<file path="config.mk">
export PLATFORM = sky130hd
export DESIGN_NAME = move_generator
export DESIGN_NICKNAME = d
export VERILOG_FILES = /design/src/rtl/move_generator.sv
export SDC_FILE = /design/constraint.sdc
export NUM_CORES = 1
export LEC_CHECK = 0
export CORE_MARGIN = 3
export CORE_UTILIZATION = 40
export DETAILED_ROUTE_END_ITERATION = 6
export GPL_TIMING_DRIVEN = 0
export PLACE_DENSITY = 0.63
export SKIP_CTS_REPAIR_TIMING = 1
export SLEW_MARGIN = 5
export SYNTH_ARGS = -nofsm -noshare
export SYNTH_HDL_FRONTEND = slang
export SYNTH_SLANG_ARGS = --single-unit
</file>
<file path="constraint.sdc">
create_clock -name clock -period 6.3 [get_ports clock]
set_input_delay 1.26 -clock clock [delete_from_list [all_inputs] [get_ports clock]]
set_output_delay 1.26 -clock clock [all_outputs]
set_load 0.05 [all_outputs]
</file>
<file path="src/rtl/move_generator.sv">
// Tic-tac-toe computer opponent: snapshots the board on request, then looks for a
// winning cell, then a blocking cell, then a preferred cell, and issues the move.
module move_generator #(
    parameter int DELAY = 4
) (
    input  logic       clock,
    input  logic       reset,
    input  logic       start,
    input  logic [1:0] pos1,
    input  logic [1:0] pos2,
    input  logic [1:0] pos3,
    input  logic [1:0] pos4,
    input  logic [1:0] pos5,
    input  logic [1:0] pos6,
    input  logic [1:0] pos7,
    input  logic [1:0] pos8,
    input  logic [1:0] pos9,
    output logic [3:0] computer_position,
    output logic       pc,
    output logic       busy,
    output logic       no_move
);

    typedef enum logic [2:0] {
        IDLE,
        WIN_SCAN,
        BLK_SCAN,
        PREF,
        WAIT,
        ISSUE,
        FULL
    } state_t;

    localparam logic [1:0] EMPTY    = 2'b00;
    localparam logic [1:0] PLAYER   = 2'b01;
    localparam logic [1:0] COMPUTER = 2'b10;

    localparam logic [7:0] WAIT_LAST  = (DELAY > 0) ? 8'(DELAY - 1) : 8'd0;
    localparam state_t     AFTER_PICK = (DELAY == 0) ? ISSUE : WAIT;

    // The eight winning lines as three parallel cell-index tables.
    localparam logic [3:0] LA [8] = '{4'd0, 4'd3, 4'd6, 4'd0, 4'd1, 4'd2, 4'd0, 4'd2};
    localparam logic [3:0] LB [8] = '{4'd1, 4'd4, 4'd7, 4'd3, 4'd4, 4'd5, 4'd4, 4'd4};
    localparam logic [3:0] LC [8] = '{4'd2, 4'd5, 4'd8, 4'd6, 4'd7, 4'd8, 4'd8, 4'd6};
    localparam logic [3:0] PRI [9] = '{4'd4, 4'd0, 4'd2, 4'd6, 4'd8, 4'd1, 4'd3, 4'd5, 4'd7};

    state_t      state, next_state;
    logic [17:0] board, board_in;
    logic [3:0]  scan_idx, scan_idx_next;
    logic [3:0]  sel, sel_next;
    logic [7:0]  wait_cnt, wait_cnt_next;
    logic [3:0]  pref_idx;
    logic        any_empty;

    assign board_in = {pos9, pos8, pos7, pos6, pos5, pos4, pos3, pos2, pos1};

    function automatic logic [1:0] cell_of(input logic [17:0] b, input logic [3:0] k);
        return b[{k, 1'b0} +: 2];
    endfunction

    // Cell i completes a line when both other cells of some line through it hold w.
    function automatic logic threat(input logic [17:0] b, input logic [3:0] i,
                                    input logic [1:0] w);
        logic hit;
        hit = 1'b0;
        for (int l = 0; l < 8; l++) begin
            if (LA[l] == i) hit = hit | (cell_of(b, LB[l]) == w && cell_of(b, LC[l]) == w);
            if (LB[l] == i) hit = hit | (cell_of(b, LA[l]) == w && cell_of(b, LC[l]) == w);
            if (LC[l] == i) hit = hit | (cell_of(b, LA[l]) == w && cell_of(b, LB[l]) == w);
        end
        return hit & (cell_of(b, i) == EMPTY);
    endfunction

    always_comb begin
        any_empty = 1'b0;
        for (int k = 0; k < 9; k++) begin
            if (cell_of(board_in, 4'(k)) == EMPTY) any_empty = 1'b1;
        end
    end

    // Walk the priority list backwards so the highest-priority empty cell wins.
    always_comb begin
        pref_idx = 4'd0;
        for (int p = 8; p >= 0; p--) begin
            if (cell_of(board, PRI[p]) == EMPTY) pref_idx = PRI[p];
        end
    end

    always_comb begin
        next_state    = state;
        scan_idx_next = scan_idx;
        sel_next      = sel;
        wait_cnt_next = wait_cnt;
        case (state)
            IDLE: begin
                if (start) begin
                    scan_idx_next = 4'd0;
                    next_state    = any_empty ? WIN_SCAN : FULL;
                end
            end
            WIN_SCAN: begin
                if (threat(board, scan_idx, COMPUTER)) begin
                    sel_next      = scan_idx;
                    wait_cnt_next = 8'd0;
                    next_state    = AFTER_PICK;
                end else if (scan_idx == 4'd8) begin
                    scan_idx_next = 4'd0;
                    next_state    = BLK_SCAN;
                end else begin
                    scan_idx_next = scan_idx + 4'd1;
                end
            end
            BLK_SCAN: begin
                if (threat(board, scan_idx, PLAYER)) begin
                    sel_next      = scan_idx;
                    wait_cnt_next = 8'd0;
                    next_state    = AFTER_PICK;
                end else if (scan_idx == 4'd8) begin
                    next_state = PREF;
                end else begin
                    scan_idx_next = scan_idx + 4'd1;
                end
            end
            PREF: begin
                sel_next      = pref_idx;
                wait_cnt_next = 8'd0;
                next_state    = AFTER_PICK;
            end
            WAIT: begin
                if (wait_cnt == WAIT_LAST) next_state = ISSUE;
                else                       wait_cnt_next = wait_cnt + 8'd1;
            end
            ISSUE:   next_state = IDLE;
            FULL:    next_state = IDLE;
            default: next_state = IDLE;
        endcase
    end

    always_ff @(posedge clock) begin
        if (reset) begin
            state             <= IDLE;
            board             <= '0;
            scan_idx          <= '0;
            sel               <= '0;
            wait_cnt          <= '0;
            computer_position <= '0;
        end else begin
            state    <= next_state;
            scan_idx <= scan_idx_next;
            sel      <= sel_next;
            wait_cnt <= wait_cnt_next;
            if (state == IDLE && start) board <= board_in;
            if (next_state == ISSUE) computer_position <= sel_next;
        end
    end

    assign pc      = (state == ISSUE);
    assign no_move = (state == FULL);
    assign busy    = (state != IDLE);

endmodule
</file>
==> summary.md, run 1 <==
| Metric | Value |
|---|---|
| DR vias/cell | 5.95 |
| CTS H-Tree Depth | 2 |
| Number of fillers in the final layout | 731 |
| Pwr per Cell Area | 192 mW/mm² |
| Initial core utilization | 0.417 |
| Final Cycle Share | 0.577 |
| LEAKAGE | 1.08 nW |
| WHS Endpoint | computer_position[1] |
| Clock skew | 0.00770 ns |
| Worst slew margin | 0.612 |
| Sequence of cells on the critical path | clkbuf_1 -> clkbuf_1 -> and3_1 -> clkdlybuf4s50_1 |
| Avg Inst Size Synth | 7.53 µm² |
| CP bufs+invs | 3 |
| Slowest stage cell, crit path | clkdlybuf4s50_1 |
| Largest net degree at the start of global routing | 14 |
| Largest family of logic cells by synthesized area | simple AND/OR/NAND/NOR gates |
| Most used cell, CP | clkbuf_1 |
| CTS max path bufs | 2 |
| Min Tclk post-route | 3.63 ns |
| CP Class | reg2out |
| Share of layout cells above drive strength 1 | 0.0777 |
| Iter 0 DRT Violations | 329 |
| Total CTS buffers | 5 |
| Layout Nets | 437 |
| Fmax | 275 MHz |
| Ant diodes | 0 |
| Yosys cell types | 67 |
| Status | finished clean |
| Commonest cells post-synth | nand2_1, dfxtp_1, nor2_1, a21oi_1, nand2b_1 |
| EDFF count, synth | 0 |
| Critical Path RT | 5.04 ns |
| Clk sinks | 41 |
| CP top delay family | buffers and inverters |
| Die ar. | 0.00816 mm² |
| CP Capture Type | output pin |
| WHS | 0.462 ns |
| Overall Global Routing Usage | 0.210 |
| Post-synthesis compound-gate area fraction | 0.265 |
| Largest area contributor in the netlist | dfxtp_1 |
| IO Count | 28 |
| RR Startpoint | scan_idx[0] |
| Max-cap violations | 0 |
| CP arrival | 2.37 ns |
| Largest stage delay, worst path | 0.79 ns |
| Simple-gate area share of the yosys netlist | 0.356 |
| CP startpoint kind | flip-flop |
| First-pass GRT wire length | 14100 µm |
| Hold Path Class | reg2reg |
| Antenna violations before repair | 0 |
| Slew @ Worst Pin | 0.583 ns |
| Yosys reg bits | 41 |
| Via count | 3024 |
| YS warnings | 0 |
| Worst-path clk slew | 0.09 ns |
| Die width | 90.4 µm |
| Routed len/inst | 16.8 µm |
| CTS tree | built |
| Register-to-Register Setup Slack | 2.82 ns |
| Maximum VDD drop | 112 µV |
| Fin Setup TNS | 0 ns |
| Area of the multi-input gates | 0.00188 mm² |
| Syn nets | 404 |
| Largest cells by area after synthesis | dfxtp_1, nand2_1, a21oi_1 |
| Async SR Flop Fraction | 0 |
| GRT Residual Overflow | 0 |
| Wirelength, routed | 8560 µm |
| Mux cell area share after synthesis | 0.0114 |
| Hold Vio Cnt, Final | 0 |
| GPL Wtd Cong | 0.957 |
| Count leader, synth | nand2_1 |
| Seq/Total Area, Yosys | 0.288 |
| Post-DP HPWL | 6370 µm |
| Die Ht | 90.4 µm |
| Synthesized area | 0.00285 mm² |
| Vias in the first global route | 2861 |
| Number of port buffers | 26 |
| Final ANT Viol Nets | 0 |
| Core area | 0.00683 mm² |
| Most used DFF post-synth | dfxtp_1 |
| Worst-path fanout max | 10 |
| Final count of pins violating max slew | 0 |
| Post-Synthesis Cells | 378 |
| RSZ-0062 raised after global routing | no |
| Area share of xor/xnor cells in the synthesized design | 0.00615 |
| Worst Hold Depth | 2 |
| Post-route DRC | 0 |
| Top-area cell type share of the netlist area | 0.288 |
| FF/Latch Area | 821 µm² |
| Register-to-Register Path Depth | 10 |
| Hold path start | computer_position[1] |
| Adder-cell share of the synthesized area | 0.0220 |
| CTS root buf | clkbuf_8 |
| Drt first pass iters | 5 |
| Synthesis-to-finish area growth | 16.4% |
| R2R Path End | scan_idx[3] |
| Clk Latency, worst-skew pair | 0.31 ns |
| Std-Cell Rows | 30 |
| Setup violators final | 0 |
[kinds of logic (layout without fill, tap and decap cells)]
| logic type | count (synthesis) | count (layout) |
|---|---|---|
| adder cells (fa/ha/maj) | 5 | 5 |
| multiplexers | 2 | 2 |
| XOR/XNOR | 2 | 2 |
| AO/OA/AOI/OAI | 105 | 105 |
| AND/OR/NAND/NOR | 189 | 189 |
| flip-flops | 41 | 41 |
| buffers and inverters | 34 | 68 |
[registers in the layout, summed over array words and instances (netlist names)]
register           flops
state                  3
scan_idx               4
board                 18
wait_cnt               8
sel                    4
computer_position      4
[power breakdown]
group / leakage, nW / switching (W) / total (W) / internal [W]
combinational: 0.705 / 0.000102 / 0.000166 / 0.0000638
clock: 0.0374 / 0.000102 / 0.000180 / 0.0000782
sequential: 0.333 / 0.0000177 / 0.000289 / 0.000272
[worst register-to-register path: cells and delay by family, from the launching register on]
kind | cells | cell delay [ns]
fa+ha+maj | 1 | 0.35
compound gates | 4 | 1.14
flops | 1 | 0.45
buf+inv | 2 | 0.57
simple gates | 3 | 0.88
[per-stage QoR]
| step | utilization | cell area (µm²) | total power, W | std cells | setup WS (ns) |
|---|---|---|---|---|---|
| floorplan | - | 2850 | 0.000404 | 378 | 3.44 |
| global placement | 0.472 | 3230 | 0.000456 | 500 | 2.90 |
| detailed placement | 0.472 | 3230 | 0.000458 | 500 | 2.88 |
| CTS | 0.485 | 3310 | 0.000634 | 508 | 2.67 |
| global route | 0.485 | 3310 | 0.000666 | 508 | 2.54 |
| finish | 0.485 | 3310 | 0.000635 | 508 | 2.67 |
[worst max path at each step]
stage / depth (start not counted) / from / slack (ns) / to
floorplan: 10 / scan_idx[0] / 3.44 / scan_idx[3]
global placement: 11 / scan_idx[0] / 2.90 / scan_idx[3]
detailed placement: 10 / scan_idx[0] / 2.88 / scan_idx[3]
CTS: 4 / state[2] / 2.67 / pc
global route: 4 / state[2] / 2.54 / no_move
finish: 4 / state[2] / 2.67 / pc
[metal layers]
metal / routed length, µm / share of wire / up-vias / global-route usage
met5: 0 / 0 / - / 0
met4: 188 / 0.022 / 0 / 0.0740
met3: 546 / 0.064 / 21 / 0.0367
met2: 3700 / 0.43 / 112 / 0.322
met1: 4120 / 0.48 / 1430 / 0.296
li1: - / - / 1461 / -
[cell type report]
cell class / instances / share of cell area
plain buffers: 21 / 0.0291
well taps: 96 / 0.0362
clock inverters: 2 / 0.00453
inverters: 13 / 0.0147
repair buffers: 26 / 0.0785
multi-input cells: 303 / 0.567
flip-flops and latches: 41 / 0.248
clock buffers: 6 / 0.0219
[layout by cell type, fill, tap and decap left out, types with 6 or more instances in the layout]
| master | instances |
|---|---|
| nor3_1 | 11 |
| nand2b_1 | 15 |
| clkdlybuf4s50_1 | 26 |
| buf_2 | 8 |
| nor4_1 | 6 |
| inv_1 | 11 |
| nand3b_1 | 14 |
| clkbuf_1 | 12 |
| nand2_1 | 64 |
| a21oi_1 | 34 |
| nor2_1 | 35 |
| o22ai_1 | 10 |
| dfxtp_1 | 41 |
| nand3_1 | 6 |
| o21ai_0 | 11 |
No activity file was read; power rests on OpenSTA's default activity.
==> run 2: changes to the inputs <==
PLACE_DENSITY = 0.66   (was 0.63)
clock period = 3.1 ns   (was 6.3 ns; I/O delays follow)
==> summary.md, run 2 (synthesis results as in run 1) <==
| Metric | Value |
|---|---|
| CP top delay family | compound AO/OA/AOI/OAI gates |
| First-pass GRT wire length | 13900 µm |
| R2R Path End | wait_cnt[7] |
| CTS root buf | clkbuf_8 |
| Metal1 wirelength | 4130 µm |
| Core area | 0.00683 mm² |
| Die width | 90.4 µm |
| Max Used Layer | met4 |
| Share of layout cells above drive strength 1 | 0.0944 |
| Clk Latency, worst-skew pair | 0.30 ns |
| DR vias/cell | 5.92 |
| Die Ht | 90.4 µm |
| Largest net degree at the start of global routing | 14 |
| Most frequent cells in the layout | nand2_1, dfxtp_1, nor2_1 |
| Number of fillers in the final layout | 709 |
| Final ANT Viol Nets | 0 |
| Number of port buffers | 26 |
| Vias in the first global route | 2707 |
| Sequence of cells on the critical path | clkbuf_4 -> inv_1 -> ha_1 -> nand3b_1 -> a211o_1 -> o2111ai_1 -> nor4b_4 -> a211oi_2 -> nor4_4 -> or4_1 -> a21oi_1 |
| CP Class | reg2reg |
| Routed len/inst | 17.0 µm |
| Worst Hold Depth | 2 |
| Fmax | 334 MHz |
| Largest stage delay, worst path | 0.52 ns |
| Slew @ Worst Pin | 0.560 ns |
| Setup violators final | 0 |
| Final Cycle Share | 0.967 |
| Min Tclk post-route | 3.00 ns |
| Final count of pins violating max slew | 0 |
| Iter 0 DRT Violations | 286 |
| Std-Cell Rows | 30 |
| Final worst slack | 0.102 ns |
| Max FFs per register | 18 |
| CTS H-Tree Depth | 2 |
| WP depth | 11 |
| Layout Nets | 438 |
| Synthesis-to-finish area growth | 18.9% |
| Pwr per Cell Area | 407 mW/mm² |
| CTS tree | built |
| RR Startpoint | scan_idx[0] |
| WL met2 | 3900 µm |
| Ant diodes | 0 |
| GPL Wtd Cong | 0.931 |
| Status | finished clean |
| Register-to-Register Setup Slack | 0.10 ns |
| Crit path launch | scan_idx[0] |
| Max-cap violations | 0 |
| CTS max path bufs | 2 |
| Hold Vio Cnt, Final | 0 |
| WHS Endpoint | sel[3] |
| CP bufs+invs | 2 |
| GRT Residual Overflow | 0 |
| Most common cell after layout, fill and taps aside | nand2_1 |
| Wirelength, routed | 8650 µm |
| Registers with the most flip-flops | board (18), wait_cnt (8) |
| Worst-path clk slew | 0.09 ns |
| Via count | 3014 |
| Hold path start | sel[3] |
| Antenna violations before repair | 0 |
| CP arrival | 3.23 ns |
| Top reg by flops | board |
| Initial core utilization | 0.417 |
| Slowest stage cell, crit path | or4_1 |
| Register-to-Register Path Depth | 11 |
| Total CTS buffers | 5 |
| Overall Global Routing Usage | 0.207 |
| RSZ-0062 raised after global routing | no |
| Pre-CTS WS | -0.318 ns |
| Die ar. | 0.00816 mm² |
| Worst-path fanout max | 10 |
| Post-route DRC | 0 |
| IO Count | 28 |
| Hold Path Class | reg2reg |
| Worst slew margin | 0.626 |
| CP startpoint kind | flip-flop |
| LEAKAGE | 1.15 nW |
| Metal3 WL | 473 µm |
| Post-DP HPWL | 6240 µm |
| Clock skew | 0.0105 ns |
| Maximum VDD drop | 290 µV |
| Critical Path RT | 3.34 ns |
| Clk sinks | 41 |
| Drt first pass iters | 7 |
| Area after DPL | 0.00323 mm² |
| CP Capture Type | flip-flop |
| Final Cell Area | 0.00338 mm² |
run 2: changes by cell type in the layout (fill, tap and decap cells not counted), moves of 2 or more:
| cell | delta |
|---|---|
| dlymetal6s2s_1 | +2 |
| clkdlybuf4s50_1 | -2 |
| clkinvlp_4 | -2 |
| ha_2 | +2 |
| ha_1 | -2 |
| and2_1 | -2 |
run 2: worst min-delay path: stages (launching register included):
cell	delay [ns]
dfxtp_1	0.32
nand2_1	0.05
a21oi_1	0.05
run 2: power by group:
group / internal, W / total (W) / switching, W
clock: 0.000242 / 0.000442 / 0.000200
sequential: 0.000553 / 0.000589 / 0.0000367
combinational: 0.000136 / 0.000346 / 0.000211
total: 0.000930 / 0.00138 / 0.000447
run 2: worst max-delay path by stage:
stage | end | slack, ns
after floorplan | scan_idx[3] | 0.24
after global placement | scan_idx[3] | -0.34
after detailed placement | scan_idx[3] | -0.32
after CTS | scan_idx[3] | -0.35
after global routing | scan_idx[3] | 0.005
final | wait_cnt[7] | 0.10
run 2: layer usage:
metal / global-route usage / vias up
met2: 0.310 / 110
li1: - / 1463
met4: 0.0625 / 0
met5: 0 / -
met1: 0.311 / 1427
met3: 0.0233 / 14
run 2: metrics by stage:
stage                     power (W)  TNS, ns  hold slack (ns)  utilization  cells
final                       0.00138        0            0.462        0.495    509
after floorplan            0.000821        0            0.432            -    378
after global routing        0.00144        0            0.476        0.495    509
after detailed placement   0.000930    -1.50            0.444        0.472    500
after global placement     0.000928    -1.67            0.442        0.472    500
after CTS                   0.00137    -2.05            0.463        0.489    508
run 2: cell type report:
cell class	count	area [µm²]	share of cell area
Sequential cell	41	822	0.243
Buffer	21	100	0.0296
Tap cell	96	120	0.0355
Inverter	13	48.8	0.0144
Multi-Input combinational cell	303	1910	0.564
Clock buffer	6	72.6	0.0214
Clock inverter	2	38.8	0.0115
Timing Repair Buffer	27	273	0.0806
==> run 3: changes to the inputs <==
CORE_MARGIN = not set   (was 3)
PLACE_DENSITY = 0.63   (was 0.66)
REMOVE_ABC_BUFFERS = 1   (was not set)
clock period = 3.3 ns   (was 3.1 ns; I/O delays follow)
==> summary.md, run 3 (synthesis results as in run 1) <==
| Metric | Value |
|---|---|
| CTS H-Tree Depth | 2 |
| Std-Cell Rows | 30 |
| Post-route DRC | 0 |
| LEAKAGE | 1.04 nW |
| Final ANT Viol Nets | 0 |
| CP Class | reg2reg |
| Sequential Power Share | 0.447 |
| CP startpoint kind | flip-flop |
| Clk sinks | 41 |
| Antenna violations before repair | 0 |
| Number of port buffers | 27 |
| Number of fillers in the final layout | 713 |
| GPL Wtd Cong | 0.960 |
| DR vias/cell | 5.86 |
| CTS root buf | clkbuf_8 |
| FF/Latch Area | 823 µm² |
| Clk pwr share | 0.342 |
| PnR Total Power | 0.00129 W |
| Wirelength, routed | 7820 µm |
| CTS max path bufs | 2 |
| Iter 0 DRT Violations | 226 |
| Status | finished clean |
| Worst-path fanout max | 13 |
| Largest net degree at the start of global routing | 37 |
| CP arrival | 3.28 ns |
| CTS tree | built |
| Core Util, Final | 0.478 |
| IO Count | 28 |
| Area of the multi-input gates | 0.00188 mm² |
| Layout Nets | 417 |
| Final Cell Area | 0.00326 mm² |
| Hold Vio Cnt, Final | 0 |
| Fmax | 325 MHz |
| Drt first pass iters | 5 |
| Area after DPL | 0.00314 mm² |
| Post-DP HPWL | 5640 µm |
| Most common cell after layout, fill and taps aside | nand2_1 |
| Synthesis-to-finish area growth | 14.6% |
| Max FFs per register | 18 |
| Sw frac | 0.319 |
| Ant diodes | 0 |
| Total CTS buffers | 5 |
| Worst Hold Depth | 2 |
| Clock skew | 0.00309 ns |
| Max-cap violations | 0 |
| GRT Residual Overflow | 0 |
| Clk Latency, worst-skew pair | 0.30 ns |
| Hold Path Class | reg2reg |
| Min Tclk post-route | 3.08 ns |
| RSZ-0062 raised after global routing | no |
| Die ar. | 0.00746 mm² |
| Final Cycle Share | 0.932 |
| Critical Path RT | 3.50 ns |
| Registers with the most flip-flops | board (18), wait_cnt (8) |
| Die Ht | 86.4 µm |
| Initial core utilization | 0.417 |
| Register-to-Register Path Depth | 10 |
| Placed cells | 480 |
| Most frequent cells in the layout | nand2_1, dfxtp_1, nor2_1 |
| Core area | 0.00683 mm² |
| Layout Cells excl Fill | 488 |
| Internal | 0.000880 W |
| Via count | 2861 |
| Die width | 86.4 µm |
| P_sw | 0.000413 W |
| Fin Setup TNS | 0 ns |
| Logic pwr share | 0.211 |
| Final count of pins violating max slew | 0 |
| Top reg by flops | board |
| Share of layout cells above drive strength 1 | 0.0663 |
| Routed len/inst | 16.0 µm |
| Overall Global Routing Usage | 0.223 |
| Vias in the first global route | 2673 |
| Setup violators final | 0 |
| CP Capture Type | flip-flop |
| Pwr per Cell Area | 396 mW/mm² |
| Register-to-Register Setup Slack | 0.22 ns |
| Worst-path clk slew | 0.09 ns |
| Maximum VDD drop | 195 µV |
| Worst slew margin | 0.144 |
| First-pass GRT wire length | 13300 µm |
| Slew @ Worst Pin | 1.28 ns |
-- run 3: final cells by class --
class                   instances  share of cell area
clock buffers                   6              0.0253
clock inverters                 2              0.0115
inverters                      13              0.0150
multi-input cells             303               0.576
flip-flops and latches         41               0.252
well taps                      96              0.0368
repair buffers                 27              0.0828
-- run 3: metal layers --
| metal | track usage | share of wire | vias up |
|---|---|---|---|
| met1 | 0.309 | 0.48 | 1359 |
| li1 | - | - | 1421 |
| met2 | 0.348 | 0.46 | 66 |
| met5 | 0 | 0 | - |
| met4 | 0.0803 | 0.020 | 0 |
| met3 | 0.0371 | 0.036 | 15 |
-- run 3: path summary, 6_finish.rpt --
kind	from	end
setup / recovery	scan_idx[0]	scan_idx[3]
hold / removal	computer_position[0]	computer_position[0]
setup reg to reg	scan_idx[0]	scan_idx[3]
hold reg to reg	computer_position[0]	computer_position[0]
-- run 3: power by group through the flow --
stage / sequential [W] / clock [W] / combinational [W]
floorplan: 0.000565 / 0 / 0.000191
global placement: 0.000587 / 0 / 0.000270
detailed placement: 0.000587 / 0 / 0.000272
CTS: 0.000575 / 0.000452 / 0.000273
global route: 0.000584 / 0.000470 / 0.000304
finish: 0.000578 / 0.000442 / 0.000273
-- run 3: metrics by stage --
step                      setup WS, ns  hold slack [ns]
after floorplan                  0.562            0.426
after global placement           0.130            0.442
after detailed placement         0.107            0.446
after CTS                       0.0801            0.466
after global routing            0.0398            0.480
final                            0.223            0.459
-- run 3: worst max-delay path: stages (launching register included) --
cell and delay (ns):
dfxtp_2 0.49, inv_1 0.10, ha_1 0.32, nand2b_1 0.18, nor4_1 0.07, a211o_1 0.31, nor4b_2 0.37, and2_1 0.24
o32ai_2 0.17, o31a_1 0.36, a221o_1 0.34
